===== src/rtl/a10_xcvr_multi_pll_calibrator.sv =====
// a10_xcvr_multi_pll_calibrator
// Sequences recalibration of up to eight transceiver PLLs over a shared
// Avalon-MM reconfiguration bus. Each PLL is serviced in turn:
// 1. request the bus,
// 2. set its calibration bit,
// 3. hand the bus back,
// 4. wait for calibration to finish,
// 5. pulse powerdown,
// 6. wait for lock.
module a10_xcvr_multi_pll_calibrator #(
    parameter int    PLL_COUNT = 2,
    parameter string PLL_TYPE  = "fPLL",
    parameter int    RST_DELAY = 200,
    parameter int    TIMEOUT   = 65535
) (
    input  logic                     clk,
    input  logic                     reset,
    input  logic [PLL_COUNT-1:0]     recal_req,
    output logic [PLL_COUNT-1:0]     reconfig_select,
    output logic [9:0]               reconfig_address,
    output logic                     reconfig_write,
    output logic                     reconfig_read,
    output logic [31:0]              reconfig_writedata,
    input  logic [32*PLL_COUNT-1:0]  reconfig_readdata,
    input  logic [PLL_COUNT-1:0]     reconfig_waitrequest,
    output logic [PLL_COUNT-1:0]     pll_powerdown,
    input  logic [PLL_COUNT-1:0]     pll_cal_busy,
    input  logic [PLL_COUNT-1:0]     pll_locked,
    output logic [PLL_COUNT-1:0]     ready,
    output logic [PLL_COUNT-1:0]     error,
    output logic                     busy
);

    localparam int IDX_W = (PLL_COUNT > 1) ? $clog2(PLL_COUNT) : 1;

    // Calibration-enable bit differs per PLL flavour; fPLL is the fallback.
    localparam logic [31:0] CAL_MASK = (PLL_TYPE == "ATXPLL") ? 32'h0000_0001 :
                                       (PLL_TYPE == "CMUPLL") ? 32'h0000_0020 :
                                                                32'h0000_0002;

    localparam logic [9:0]  ADDR_ARB  = 10'h000;
    localparam logic [9:0]  ADDR_STAT = 10'h280;
    localparam logic [9:0]  ADDR_CAL  = 10'h100;
    localparam logic [31:0] ARB_REQ   = 32'h0000_0002;
    localparam logic [31:0] ARB_REL   = 32'h0000_0001;
    localparam logic [31:0] TO_LAST   = 32'(TIMEOUT - 1);
    localparam logic [31:0] PD_LAST   = 32'(RST_DELAY - 1);

    typedef enum logic [3:0] {
        IDLE,
        REQ_BUS,
        WAIT_BUS,
        RD_CAL,
        WR_CAL,
        REL_BUS,
        WAIT_CAL,
        PWRDN,
        WAIT_LOCK,
        TO_REL
    } state_t;

    state_t                 state, state_nxt;
    logic [IDX_W-1:0]       cur, cur_nxt;
    logic [31:0]            cnt, cnt_nxt;
    logic                   cal_seen, cal_seen_nxt;
    logic [PLL_COUNT-1:0]   pending, pending_nxt;
    logic [PLL_COUNT-1:0]   ready_nxt, error_nxt;
    logic [31:0]            cal_val;
    logic                   cal_capture;

    logic [PLL_COUNT-1:0]   cur_oh;
    logic [31:0]            cur_rdata;
    logic                   cur_wait;
    logic                   cur_cal_busy;
    logic                   cur_locked;
    logic [IDX_W-1:0]       sel_idx;
    logic                   timeout;

    // Per-PLL views of the currently serviced PLL and lowest pending index.
    always_comb begin
        cur_oh    = '0;
        cur_rdata = '0;
        sel_idx   = '0;
        for (int i = 0; i < PLL_COUNT; i++) begin
            cur_oh[i] = (cur == IDX_W'(i));
            if (cur == IDX_W'(i)) begin
                cur_rdata = reconfig_readdata[i*32 +: 32];
            end
        end
        for (int i = PLL_COUNT - 1; i >= 0; i--) begin
            if (pending[i]) begin
                sel_idx = IDX_W'(i);
            end
        end
        cur_wait     = |(reconfig_waitrequest & cur_oh);
        cur_cal_busy = |(pll_cal_busy & cur_oh);
        cur_locked   = |(pll_locked & cur_oh);
        timeout      = (cnt == TO_LAST);
    end

    // Next-state, status updates and bus/powerdown outputs.
    always_comb begin
        state_nxt          = state;
        cur_nxt            = cur;
        cnt_nxt            = cnt + 32'd1;
        cal_seen_nxt       = cal_seen;
        pending_nxt        = pending;
        ready_nxt          = ready;
        error_nxt          = error;
        cal_capture        = 1'b0;
        reconfig_select    = '0;
        reconfig_address   = '0;
        reconfig_write     = 1'b0;
        reconfig_read      = 1'b0;
        reconfig_writedata = '0;
        pll_powerdown      = '0;

        case (state)
            IDLE: begin
                if (|pending) begin
                    cur_nxt              = sel_idx;
                    pending_nxt[sel_idx] = 1'b0;
                    state_nxt            = REQ_BUS;
                end
            end
            REQ_BUS: begin
                reconfig_select    = cur_oh;
                reconfig_address   = ADDR_ARB;
                reconfig_write     = 1'b1;
                reconfig_writedata = ARB_REQ;
                if (!cur_wait) begin
                    state_nxt = WAIT_BUS;
                end
            end
            WAIT_BUS: begin
                // Poll the arbitration status until the bus is ours.
                reconfig_select  = cur_oh;
                reconfig_address = ADDR_STAT;
                reconfig_read    = 1'b1;
                if (!cur_wait && !cur_rdata[2]) begin
                    state_nxt = RD_CAL;
                end else if (timeout) begin
                    error_nxt = error | cur_oh;
                    state_nxt = TO_REL;
                end
            end
            RD_CAL: begin
                reconfig_select  = cur_oh;
                reconfig_address = ADDR_CAL;
                reconfig_read    = 1'b1;
                if (!cur_wait) begin
                    cal_capture = 1'b1;
                    state_nxt   = WR_CAL;
                end
            end
            WR_CAL: begin
                reconfig_select    = cur_oh;
                reconfig_address   = ADDR_CAL;
                reconfig_write     = 1'b1;
                reconfig_writedata = cal_val | CAL_MASK;
                if (!cur_wait) begin
                    state_nxt = REL_BUS;
                end
            end
            REL_BUS: begin
                reconfig_select    = cur_oh;
                reconfig_address   = ADDR_ARB;
                reconfig_write     = 1'b1;
                reconfig_writedata = ARB_REL;
                if (!cur_wait) begin
                    cal_seen_nxt = 1'b0;
                    state_nxt    = WAIT_CAL;
                end
            end
            WAIT_CAL: begin
                // Calibration must be seen to start before its end counts.
                if (cal_seen && !cur_cal_busy) begin
                    state_nxt = PWRDN;
                end else begin
                    if (cur_cal_busy) begin
                        cal_seen_nxt = 1'b1;
                    end
                    if (timeout) begin
                        error_nxt = error | cur_oh;
                        state_nxt = IDLE;
                    end
                end
            end
            PWRDN: begin
                pll_powerdown = cur_oh;
                if (cnt == PD_LAST) begin
                    state_nxt = WAIT_LOCK;
                end
            end
            WAIT_LOCK: begin
                if (cur_locked) begin
                    // A re-request during service voids this pass.
                    if (!(|(pending & cur_oh))) begin
                        ready_nxt = ready | cur_oh;
                    end
                    state_nxt = IDLE;
                end else if (timeout) begin
                    error_nxt = error | cur_oh;
                    state_nxt = IDLE;
                end
            end
            TO_REL: begin
                reconfig_select    = cur_oh;
                reconfig_address   = ADDR_ARB;
                reconfig_write     = 1'b1;
                reconfig_writedata = ARB_REL;
                if (!cur_wait) begin
                    state_nxt = IDLE;
                end
            end
            default: begin
                state_nxt = IDLE;
            end
        endcase

        // Shared wait counter restarts on every state change.
        if (state_nxt != state) begin
            cnt_nxt = '0;
        end

        // Requests override everything for their PLL on the same edge.
        pending_nxt = pending_nxt | recal_req;
        error_nxt   = error_nxt & ~recal_req;
        ready_nxt   = ready_nxt & ~recal_req;

        // Loss of lock drops ready for PLLs not currently in service.
        ready_nxt = ready_nxt & (pll_locked | ((state != IDLE) ? cur_oh : '0));

        busy = (state != IDLE);
    end

    // Control and status registers; reset aborts any sequence in progress.
    always_ff @(posedge clk or posedge reset) begin
        if (reset) begin
            state    <= IDLE;
            cur      <= '0;
            cnt      <= '0;
            cal_seen <= 1'b0;
            pending  <= '1;
            ready    <= '0;
            error    <= '0;
        end else begin
            state    <= state_nxt;
            cur      <= cur_nxt;
            cnt      <= cnt_nxt;
            cal_seen <= cal_seen_nxt;
            pending  <= pending_nxt;
            ready    <= ready_nxt;
            error    <= error_nxt;
        end
    end

    // Calibration register value read back in RD_CAL, only used in WR_CAL.
    always_ff @(posedge clk) begin
        if (cal_capture) begin
            cal_val <= cur_rdata;
        end
    end

endmodule


===== config.mk =====
export PLATFORM = sky130hd
export DESIGN_NAME = a10_xcvr_multi_pll_calibrator
export DESIGN_NICKNAME = d
export VERILOG_FILES = /design/src/rtl/a10_xcvr_multi_pll_calibrator.sv
export SDC_FILE = /design/constraint.sdc
export NUM_CORES = 1
export LEC_CHECK = 0
export ABC_AREA = 0
export BUFFER_PORTS_ARGS = -buffer_cell sky130_fd_sc_hd__buf_2
export CORE_UTILIZATION = 25
export CTS_CLUSTER_DIAMETER = 60
export DETAILED_ROUTE_END_ITERATION = 8
export HOLD_SLACK_MARGIN = 0.12
export PLACE_DENSITY_LB_ADDON = 0.05
export SLEW_MARGIN = 20
export SYNTH_ARGS = -nofsm -noshare
export SYNTH_HDL_FRONTEND = slang
export SYNTH_SLANG_ARGS = --single-unit

===== constraint.sdc =====
create_clock -name clk -period 4.5 [get_ports clk]
set_clock_uncertainty 0.1 [all_clocks]
set_input_delay 0.675 -clock clk [delete_from_list [all_inputs] [get_ports clk]]
set_output_delay 0.675 -clock clk [all_outputs]
set_load 0.02 [all_outputs]

==> results of run 1 <==
-- path summary, 6_finish.rpt --
| path | to | slack (ps) | cells past startpoint |
|---|---|---|---|
| hold / removal | cnt[21] | 380 | 2 |
| min in group clk | pending[1] | 410 | 2 |
| max in group asynchronous | cur | 3380 | 2 |
| hold reg to reg | pending[1] | 410 | 2 |
| setup / recovery | cnt[31] | 1470 | 6 |
| setup reg to reg | cnt[31] | 1470 | 6 |
-- routing by layer --
metal  part of all wire (%)  GRT usage [%]  up-vias
met5                      0              0        -
met4                    1.6           5.31        0
met3                    3.7           3.15       14
met2                     49           22.5       61
met1                     46           17.5     1695
li1                       -              -     1713
-- final cells by class --
type	count	area (um2)
inverters	9	35.0
multi-input cells	304	2210
clock buffers	10	229
well taps	225	282
fillers	1823	11700
flip-flops and latches	75	2040
clock inverters	6	129
repair buffers	123	631
-- worst reg2reg max path: stages (launching register included) --
cell                       delay, ps
sky130_fd_sc_hd__dfrtp_1         400
sky130_fd_sc_hd__nor4_1          400
sky130_fd_sc_hd__nand4_1         290
sky130_fd_sc_hd__or3_1           570
sky130_fd_sc_hd__o211ai_4        570
sky130_fd_sc_hd__buf_4           450
sky130_fd_sc_hd__nor3_1          110
-- through the flow --
step | power [uW] | hold slack [ps] | cell area (um2) | util [%] | instances
after CTS | 3100 | 412 | 5550 | 32.1 | 752
after detailed placement | 2200 | 405 | 5190 | 30.0 | 736
after global placement | 2200 | 400 | 5190 | 30.0 | 736
after floorplan | 1880 | 377 | 4460 | - | 426
after global routing | 3220 | 416 | 5550 | 32.1 | 752
final | 3040 | 379 | 5550 | 32.1 | 752
-- state kept, by name, summed over array words and instances (netlist names) --
signal	cells
cnt	32
pending	2
cal_seen	1
error	2
cur	1
state	4
ready	2
cal_val	31
-- synth_stat cells (6+ instances only) --
| cell type | n | share of area, % |
|---|---|---|
| sky130_fd_sc_hd__clkbuf_1 | 19 | 1.6 |
| sky130_fd_sc_hd__xor2_1 | 13 | 2.6 |
| sky130_fd_sc_hd__o21ai_0 | 6 | 0.68 |
| sky130_fd_sc_hd__mux2_2 | 32 | 8.1 |
| sky130_fd_sc_hd__nand2b_1 | 6 | 0.85 |
| sky130_fd_sc_hd__nor3_1 | 17 | 1.9 |
| sky130_fd_sc_hd__nor2_1 | 32 | 2.7 |
| sky130_fd_sc_hd__edfxtp_1 | 31 | 21 |
| sky130_fd_sc_hd__nand4_1 | 14 | 2.0 |
| sky130_fd_sc_hd__nand3_1 | 10 | 1.1 |
| sky130_fd_sc_hd__dfrtp_1 | 42 | 24 |
| sky130_fd_sc_hd__nand2_1 | 21 | 1.8 |
| sky130_fd_sc_hd__inv_1 | 9 | 0.76 |
| sky130_fd_sc_hd__and3_1 | 34 | 4.8 |
| sky130_fd_sc_hd__buf_4 | 8 | 1.4 |
| sky130_fd_sc_hd__nor3_2 | 32 | 7.2 |
| sky130_fd_sc_hd__xnor2_1 | 17 | 3.4 |
| sky130_fd_sc_hd__nor4_1 | 8 | 1.1 |
| sky130_fd_sc_hd__buf_2 | 6 | 0.68 |
| sky130_fd_sc_hd__a21oi_1 | 9 | 1.0 |
-- layout by cell type, fill, tap and decap left out, types with 4 or more instances in the layout --
cell	count
sky130_fd_sc_hd__conb_1	7
sky130_fd_sc_hd__nand2_1	21
sky130_fd_sc_hd__a21o_1	4
sky130_fd_sc_hd__nor3_1	17
sky130_fd_sc_hd__mux2_2	32
sky130_fd_sc_hd__nand2b_1	6
sky130_fd_sc_hd__xnor2_1	17
sky130_fd_sc_hd__xor2_1	13
sky130_fd_sc_hd__buf_2	117
sky130_fd_sc_hd__and3_1	34
sky130_fd_sc_hd__nor4_1	7
sky130_fd_sc_hd__nand3_1	10
sky130_fd_sc_hd__buf_4	6
sky130_fd_sc_hd__inv_1	8
sky130_fd_sc_hd__nor2_1	32
sky130_fd_sc_hd__clkbuf_16	9
sky130_fd_sc_hd__o21ai_0	6
sky130_fd_sc_hd__nand4_1	14
sky130_fd_sc_hd__edfxtp_1	31
sky130_fd_sc_hd__dfrtp_1	41
sky130_fd_sc_hd__a21oi_1	9
sky130_fd_sc_hd__bufinv_16	4
sky130_fd_sc_hd__nor3_2	32
-- logic make-up (layout without fill, tap and decap cells) --
logic type,after synthesis,after routing,synth area share (%)
and+or+nand+nor,190,190,26.1
DFF,75,75,45.9
buffers and inverters,47,148,5.51
AOI/OAI and AO/OA,39,39,6.61
muxes,36,36,9.24
xor gates and xnor gates,30,30,5.93
adders and majority gates,2,2,0.565
other,1,7,0.0847
-- power breakdown --
group          internal (uW)  switching (uW)  leakage (uW)  total [uW]
Combinational            464             768       0.00138        1230
Sequential               795             138      0.000869         933
Clock                    595             281      0.000174         876
Total                   1850            1190       0.00242        3040
==> summary.md, run 1 <==
The sum of negative setup slack was 0 ps. Power spread over the standard cell area amounts to 548 nW/um2. The total of hold buffers inserted after clock tree synthesis is 0, and the pin count of the biggest net entering global routing is 45.

The tools report the post-cts sizing count as 0. The run finished with clean final reports. After synthesis, the mean cell area works out to 10.5 um2. The count of buffer and inverter cells on the critical path was 1. After floorplanning, the core was divided into 48 placement rows.

Derived from the worst setup path, the maximum achievable clock frequency is 0.330 GHz. The fraction of registers with async set or reset after synthesis came out at 58.7%. Setup slack closes at 1470 ps. The tool flagged a number of max-cap violations equal to 0.

Setup violations remaining at the end of the flow were counted as 0. The run gives 3452 as the number of global-route vias before repair. Before CTS, the worst setup slack after placement is 1470 ps. For the total wire length, the log shows 12000 um. Capturing element type of the critical path: a flip-flop. After detailed routing, the number of remaining DRC violations is 0. Data on the critical path is required at its endpoint by 4600 ps. The first detailed-routing pass ran for 4 iterations. In this run, distinct cell masters in the synthesized netlist total 52. The gate family responsible for the most delay along the worst path was simple AND/OR/NAND/NOR gates.

The longest individual stage delay on the worst path was 570 ps. The layout overhead on the synthesized area works out to 25.3%. In the synthesized netlist the dominant register cell turns out to be sky130_fd_sc_hd__dfrtp_1.

For the HPWL reported at the end of detailed placement, the log shows 8430 um. TritonCTS built the clock tree. Summing over every cut layer, the via total after detailed routing is 3483. The share of the Yosys chip area taken by registers is 45.9%. Once the clock tree was built, the setup fixing pass inserted 0 buffers. The synthesized netlist occupies a cell area of 4430 um2.

The latest clock arrival within the worst-skew pair came out at 340 ps. Measured along the y axis, the die boundary spans 135 um. For this design, the sink count on the clock tree is 75. The startpoint identified for the worst register-to-register timing path is cnt[24].

After the last flow step, the layout net total stands at 598. The global-route wire length before repair is 19000 um. Count of synthesis-stage warnings from yosys: 0.

The H-tree generated during clock tree synthesis spans 3 levels. In the synthesized netlist, the number of instances is 420. For this configuration, the core starts out at a cell density of 25.6%. STA puts the critical path data arrival time at 3130 ps.

The root buffer cell chosen for the clock tree is sky130_fd_sc_hd__clkbuf_16. The worst hold-check path type was in2async. Dividing the detail-routed via count by the number of cells gives 4.63. The clock input transition at the sequential cells of the worst setup and hold paths is 60 ps. In this run the standard cell core region covers 17300 um2. The worst slew slack as a fraction of its limit was 44.3%. Port buffering added 117 buffers.

The start-to-end type of the worst setup path is reg2reg. The final hold violation count is 0. The antenna diode count was 0. The worst path in the final design needs a cycle of 3030 ps, including I/O delays and setup.

The worst setup path is launched from a flip-flop. The ratio of cells with drive above 1 in the final layout came out at 40.2%. The total overflow left after global routing is 0.

In this run the remaining antenna-violating nets after routing total 0. For the pin with the worst max-slew slack, the measured transition is 834 ps. The die width came out at 135 um. The highest ir drop seen on vdd came out at 0.303 mV. The critical path starts at cnt[24].

The clock passes through at most 2 buffers. Of all nets on the critical path, the largest fanout is 21. The die covers 18300 um2. The largest individual stage delay along the critical path comes from the cell sky130_fd_sc_hd__o211ai_4. For this design the top-level I/O count stands at 127. Number of enable-type register cells in the synthesized netlist: 31. Setup repair after global routing left no endpoint under its margin. At the end of routability-driven placement, the weighted congestion stood at 0.785. Summed over all cells, the static leakage comes to 0.00242 uW. Clock tree synthesis inserted a total of 9 buffers. The signal on the critical path passes through nor4_1 -> nand4_1 -> or3_1 -> o211ai_4 -> buf_4 -> nor3_1. The number of DRC markers in iteration 0 was 163.

The logs give 0 for the initial antenna violation count and 0 for the final number of max-transition violations. Synthesis inferred 75 register bits. Overall track demand over capacity in global routing: 13.7%. After detailed routing, the average wire length per cell comes to 16.0 um. The final critical path takes up 67.4% of the cycle.
No activity file was read; power rests on OpenSTA's default activity.
==> inputs of run 2 (changes only) <==
==> constraint.sdc (replaced) <==
create_clock -name clk -period 2.62 [get_ports clk]
set_clock_uncertainty 0.1 [all_clocks]
set_input_delay 0.393 -clock clk [delete_from_list [all_inputs] [get_ports clk]]
set_output_delay 0.393 -clock clk [all_outputs]
set_load 0.02 [all_outputs]
==> summary.md, run 2 (same netlist as run 1, synthesis figures left out) <==
Die area: 18300 um2 (unchanged). The largest register by flop count is cnt. The run gives 0 (unchanged) as the residual antenna-violating net count after detailed routing. TritonCTS built the clock tree. Total of endpoints with negative setup slack in the final report: 0 (unchanged). The initial antenna violation count is 0 (unchanged), and the peak fanout along the critical path is 32 (+52%). The number of buffers between clock root and the deepest sink was 2 (unchanged). Setup repair after global routing left no endpoint under its margin. For the starting utilization of the core area, the log shows 25.6% (unchanged).

The area occupied by registers is 2040 um2 (unchanged). The number of remaining DRC errors came out at 0 (unchanged). For the layout filler cell count, the log shows 1789 (-1.9%). For the remaining global-route overflow, the log shows 0 (unchanged).

Among all stages on the critical path, the largest delay is contributed by sky130_fd_sc_hd__or3_1. The layout overhead on the synthesized area was 28.7%. The longest individual stage delay on the worst path was 560 ps (about the same); the clock input transition at the sequential cells of the worst setup and hold paths was 60 ps (about the same). The number of I/O port buffers was 117 (unchanged). For the number of standard cells in the layout, taps in and fillers out, the log shows 771 (+2.5%).

The number of nets in the layout was 617 (+3.2%); the number of ports placed on the die boundary was 127 (unchanged). The cell sitting at the root of the clock tree is a sky130_fd_sc_hd__clkbuf_16. For the global placer's final weighted congestion, the log shows 0.785 (about the same). The element type at the critical path start is a flip-flop. After global routing, the most crowded layer is met2. Number of setup buffers added after CTS: 0 (unchanged). The worst setup path is captured at a flip-flop. The final number of max-transition violations is 0 (unchanged). Final clock period utilization by the worst path: 94.2% (+27 points).

The power per cell area works out to 920 nW/um2 (+68%). The pin count of the biggest net entering global routing was 45 (unchanged); the row count was 48 (unchanged). The first-pass detailed-route iteration total is 4 (unchanged). For the number of global-route vias before repair, the log shows 3577 (+3.6%). The run gives 3 (unchanged) as the H-tree depth. The antenna diode count is 0 (unchanged), and the time the worst path needs with I/O delays and setup is 2470 ps (-564 ps). The area of the core came out at 17300 um2 (unchanged). The routed length per placed instance was 15.4 um (-3.4%); the area taken by multi-input logic gates was 2220 um2 (+0.57%). The top cell types in the final layout, fill and taps aside, are sky130_fd_sc_hd__buf_2 (117), sky130_fd_sc_hd__dfrtp_1 (41), sky130_fd_sc_hd__and3_1 (34). The tools report the via count of the routed design as 3546 (+1.8%). Overall track demand over capacity in global routing: 13.8% (+0.033 points). The detail-routed via count per cell was 4.60 (-0.70%); the required time of the worst setup path was 2740 ps (-1860 ps). The run gives 23.2% (+0.77 points) as the global-route track usage on met2.

For the data arrival time of the critical path, the log shows 2590 ps (-540 ps). Start-to-end type of the worst setup path: reg2reg. The run gives 755 (+2.6%) as the number of cells in the design after placement.

The flip-flop count of the largest register, all copies and words added is 32 (unchanged), and the overall die height is 135 um (unchanged). The kind of cell with the highest combined delay along the critical path is simple AND/OR/NAND/NOR gates. The global-route track usage on met3 was 2.52% (-0.64 points). For the pre-CTS worst setup slack, the log shows 47.2 ps (-1420 ps). The run finished with clean final reports. The sum of negative setup slack came out at 0 ps (unchanged). The total number of clock tree sinks came out at 75 (unchanged). HPWL reported at the end of detailed placement: 8730 um (+3.5%). Worst slew slack as a fraction of its limit: 58.3% (+14 points). The CTS buffer count is 9 (unchanged), and the global-route wire length before repair is 19300 um (+1.2%). The latest clock arrival within the worst-skew pair was 340 ps (about the same). Met1 demand-to-capacity share in global routing: 17.3% (-0.23 points). The number of DRC markers in iteration 0 came out at 161 (-1.2%).

The most common cell after layout, fill and taps aside was sky130_fd_sc_hd__buf_2. For the highest ir drop seen on vdd, the log shows 0.336 mV (+11%). The ratio of cells with drive above 1 in the final layout is 42.5% (+2.3 points). The count of buffer and inverter cells on the critical path is 1 (unchanged). The die width was 135 um (unchanged); the count of maximum capacitance violations was 0 (unchanged).

The signal on the critical path passes through nor4_2 -> nand4_1 -> or3_1 -> o211ai_4 -> buf_12 -> nor3_1. The run gives 151 ps (-1320 ps) as the setup slack of the critical path after layout. In the final layout, the registers with the most flip-flops are cnt (32), cal_val (31), state (4). The total of hold buffers inserted after clock tree synthesis was 0 (unchanged); the worst-margin pin slew was 625 ps (-209 ps). The logs give 11900 um (-1.0%) for the total wire length and 0.00250 uW (+3.4%) for the total leakage power. The worst hold path belongs to the class in2async. For the maximum clock frequency, the log shows 0.405 GHz (+23%).

For the final hold violation count, the log shows 0 (unchanged).
==> run 2: changes by cell type in the layout (fill, tap and decap cells not counted), sizes merged <==
cell / delta
clkinvlp: +1
buf: +19
inv: +1
bufinv: -2
==> run 2: per-layer routing <==
layer / share of wire (%) / wire length (um) / up-vias
met5: 0 / 0 / -
met4: 1.5 / 181 / 0
met3: 4.2 / 504 / 13
li1: - / - / 1750
met2: 50 / 5900 / 77
met1: 45 / 5290 / 1706
==> run 2: power breakdown <==
group	internal [uW]	leakage (uW)	switching (uW)
Combinational	962	0.00148	1450
Sequential	1370	0.000869	123
Clock	836	0.000151	507
Total	3160	0.00250	2080
==> run 2: path summary, 6_finish.rpt <==
| check | start | endpoint | slack (ps) | cells past startpoint |
|---|---|---|---|---|
| max | cnt[29] | cnt[31] | 150 | 6 |
| min | reset | ready[0] | 100 | 3 |
| max reg2reg | cnt[29] | cnt[31] | 150 | 6 |
| min reg2reg | error[0] | error[0] | 410 | 2 |
| max in group asynchronous | reset | state[1] | 1870 | 3 |
| min in group clk | recal_req[0] | error[0] | 160 | 2 |
==> run 2: worst reg2reg max path: cells and delay by family (launching register included) <==
family                 cells  cell delay [ps]
buffers and inverters      1              270
AOI/OAI and AO/OA          1              270
and+or+nand+nor            4             1290
DFF                        1              420
==> run 2: final cells by class <==
cell class              count  share of cell area (%)
clock inverters             6                    1.56
flip-flops and latches     75                    35.7
inverters                   9                   0.593
well taps                 225                    4.94
multi-input cells         304                    39.0
clock buffers              10                    4.02
repair buffers            142                    14.2
==> run 2: per-stage QoR <==
stage                     utilization, %  hold WS [ps]  total power, uW  area (um2)
after global routing                33.0           155             5580        5700
final                               33.0          95.4             5240        5700
after CTS                           32.9           129             5340        5690
after detailed placement            31.0           395             3960        5370
after global placement              31.0           394             3980        5370
after floorplan                        -           359             3230        4490
==> run 2: what timing repair did <==
item | in CTS | in global routing
setup endpoints to repair | 0 | 33
gates resized for setup | 0 | 2
hold endpoints to repair | 0 | 0
==> inputs of run 3 (changes only) <==
--- a/config.mk
+++ b/config.mk
@@ -7,7 +7,9 @@
 export LEC_CHECK = 0
 export ABC_AREA = 0
 export BUFFER_PORTS_ARGS = -buffer_cell sky130_fd_sc_hd__buf_2
-export CORE_UTILIZATION = 25
+export CORE_MARGIN = 4
+export CORE_UTILIZATION = 49
+export CTS_BUF_LIST = sky130_fd_sc_hd__clkbuf_8
 export CTS_CLUSTER_DIAMETER = 60
 export DETAILED_ROUTE_END_ITERATION = 8
 export HOLD_SLACK_MARGIN = 0.12
==> summary.md, run 3 (same netlist as run 1, synthesis figures left out) <==
The ratio of cells with drive above 1 in the final layout is 41.5% (-1.0 points), and the data arrival time of the critical path is 2500 ps (-90 ps). The startpoint of the most critical setup path was cnt[29]. Worst-margin pin slew: 578 ps (-46.9 ps). The run gives 0 (unchanged) as the remaining global-route overflow. The critical path goes through nor4_1 -> nand4_1 -> or3_1 -> o211ai_4 -> buf_12 -> nor3_1. For the number of cells in the design after placement, the log shows 631 (-16%). The number of remaining DRC errors came out at 0 (unchanged). The flow ran to the end, and the final reports show no timing, DRC or antenna violations. The overall track demand over capacity in global routing was 20.3% (+6.6 points). The number of I/O port buffers works out to 117 (unchanged).

The time the worst path needs with I/O delays and setup is 2380 ps (-89.2 ps). The tools report the capturing element type of the critical path as a flip-flop. The power per cell area came out at 870 nW/um2 (-5.4%). For the global placer's final weighted congestion, the log shows 0.893 (+14%). The tools report the die area as 10600 um2 (-42%). The tools report the area of the core as 8760 um2 (-49%). For the residual antenna-violating net count after detailed routing, the log shows 0 (unchanged). The total number of clock tree sinks is 75 (unchanged), and the final clock period utilization by the worst path is 90.8% (-3.4 points).

Routed length per placed instance: 15.9 um (+3.3%). The run gives 50.5% (+25 points) as the starting utilization of the core area. In the final layout, the registers with the most flip-flops are cnt (32), cal_val (31), state (4). Depth of the worst register-to-register path: 6 (unchanged). The row count came out at 34 (-29%). The maximum clock frequency is 0.420 GHz (+3.7%), and the pin count of the biggest net entering global routing is 45 (unchanged). The total leakage power came out at 0.00241 uW (-3.9%). The antenna diode count is 0 (unchanged). In this run the critical register-to-register path is launched from cnt[29]. The sum of negative setup slack was 0 ps (unchanged); the layout overhead on the synthesized area was 21.1%. The tools report the total of endpoints with negative setup slack in the final report as 0 (unchanged).

The clock input transition at the sequential cells of the worst setup and hold paths works out to 80 ps (+20 ps). The worst hold path terminates at ready[1]. The total wire length was 10300 um (-13%). The library cells used most frequently in the layout, excluding fill and tap cells, are sky130_fd_sc_hd__buf_2 (117), sky130_fd_sc_hd__dfrtp_1 (41), sky130_fd_sc_hd__and3_1 (34). The tree is rooted in a sky130_fd_sc_hd__clkbuf_8. The number of standard cells in the layout, taps in and fillers out came out at 648 (-16%). The final number of max-transition violations is 0 (unchanged), and the number of buffers between clock root and the deepest sink is 2 (unchanged). The tightest min-delay check is of the in2reg type. The most common cell after layout, fill and taps aside is sky130_fd_sc_hd__buf_2. Slowest cell on the critical path: sky130_fd_sc_hd__or3_1. The peak fanout along the critical path is 32 (unchanged). The number of ports placed on the die boundary is 127 (unchanged). For the worst slew slack as a fraction of its limit, the log shows 61.5% (+3.1 points).

The tools report the number of DRC markers in iteration 0 as 114 (-29%). The highest ir drop seen on vdd is 0.401 mV (+19%). The start-to-end type of the worst setup path is reg2reg.

The latest clock arrival within the worst-skew pair came out at 350 ps (about the same). The startpoint identified for the worst hold timing path is recal_req[1]. The die width works out to 103 um (-24%). The HPWL reported at the end of detailed placement was 7530 um (-14%). The run gives 3 (unchanged) as the H-tree depth. The count of maximum capacitance violations was 0 (unchanged). The longest individual stage delay on the worst path was 540 ps (-20 ps); the detail-routed via count per cell was 5.47 (+19%). Setup repair after global routing left no endpoint under its margin. The tools report the number of global-route vias before repair as 3588 (+0.31%).

The final-layout worst hold slack was 136 ps (+40.7 ps); the first-pass detailed-route iteration total was 4 (unchanged). The number of stages on the worst hold path is 2. In this run the critical register-to-register path is captured at cnt[2]. For the global-route wire length before repair, the log shows 17000 um (-12%).

For the slack of the worst reg-to-reg path, the log shows 240 ps (+90 ps). Ranked by flip-flop count, first place goes to cnt. The tools report the via count of the routed design as 3544 (-0.056%).

TritonCTS built the clock tree. The run gives 2740 ps (about the same) as the required time of the worst setup path. The tools report the element type at the critical path start as a flip-flop.

The initial antenna violation count is 0 (unchanged), and the flip-flop count of the largest register, all copies and words added is 32 (unchanged). The CTS buffer count came out at 9 (unchanged). The number of nets in the layout is 611 (-0.97%). The final hold violation count is 0 (unchanged), and the overall die height is 103 um (-24%).
## run 3: layer usage
| metal | up-vias | wire, um | global-route usage [%] |
|---|---|---|---|
| met4 | 0 | 81 | 3.88 |
| met1 | 1699 | 4230 | 25.6 |
| met5 | - | 0 | 0 |
| met2 | 105 | 5270 | 34.4 |
| li1 | 1731 | - | - |
| met3 | 9 | 728 | 6.83 |
## run 3: critical path, delay by kind of cell, from the launching register on
family                 cells  cell delay, ps
flip-flops                 1             430
buffers and inverters      1             260
AO/OA/AOI/OAI              1             250
AND/OR/NAND/NOR            4            1220
## run 3: repair_timing
item                       in CTS  in global routing
hold buffers                    1                  0
gates resized for setup         0                  2
buffers inserted                0                  0
setup endpoints to repair       0                  2
hold endpoints to repair       42                  0
## run 3: worst max-delay path by stage
stage and end:
2_1_floorplan cnt[29], 3_3_place_gp cnt[2], 3_5_place_dp cnt[2], 4_1_cts reconfig_writedata[0]
5_1_grt cnt[2], 6_report cnt[2]
## run 3: final cells by class
class | count | area [um2]
inverter | 9 | 33.8
timing repair buffer | 136 | 768
fill | 771 | 3400
clock inverter | 7 | 53.8
tap | 108 | 135
sequential | 75 | 2040
multi-input combinational | 304 | 2210
clock buffer | 9 | 124
## run 3: report_power, final
part           switching, uW  internal [uW]
Combinational           1390            963
Sequential               138           1360
Clock                    460            350
Total                   1990           2680
## run 3: stage by stage
stage               utilization (%)  total power (uW)  instance area (um2)  setup slack [ps]
global placement               59.0              3870                 5170               223
global route                   61.2              4970                 5360              73.1
CTS                            61.1              4710                 5360               139
floorplan                         -              3230                 4490             -83.6
detailed placement             59.0              3890                 5170               198
finish                         61.2              4670                 5360               240
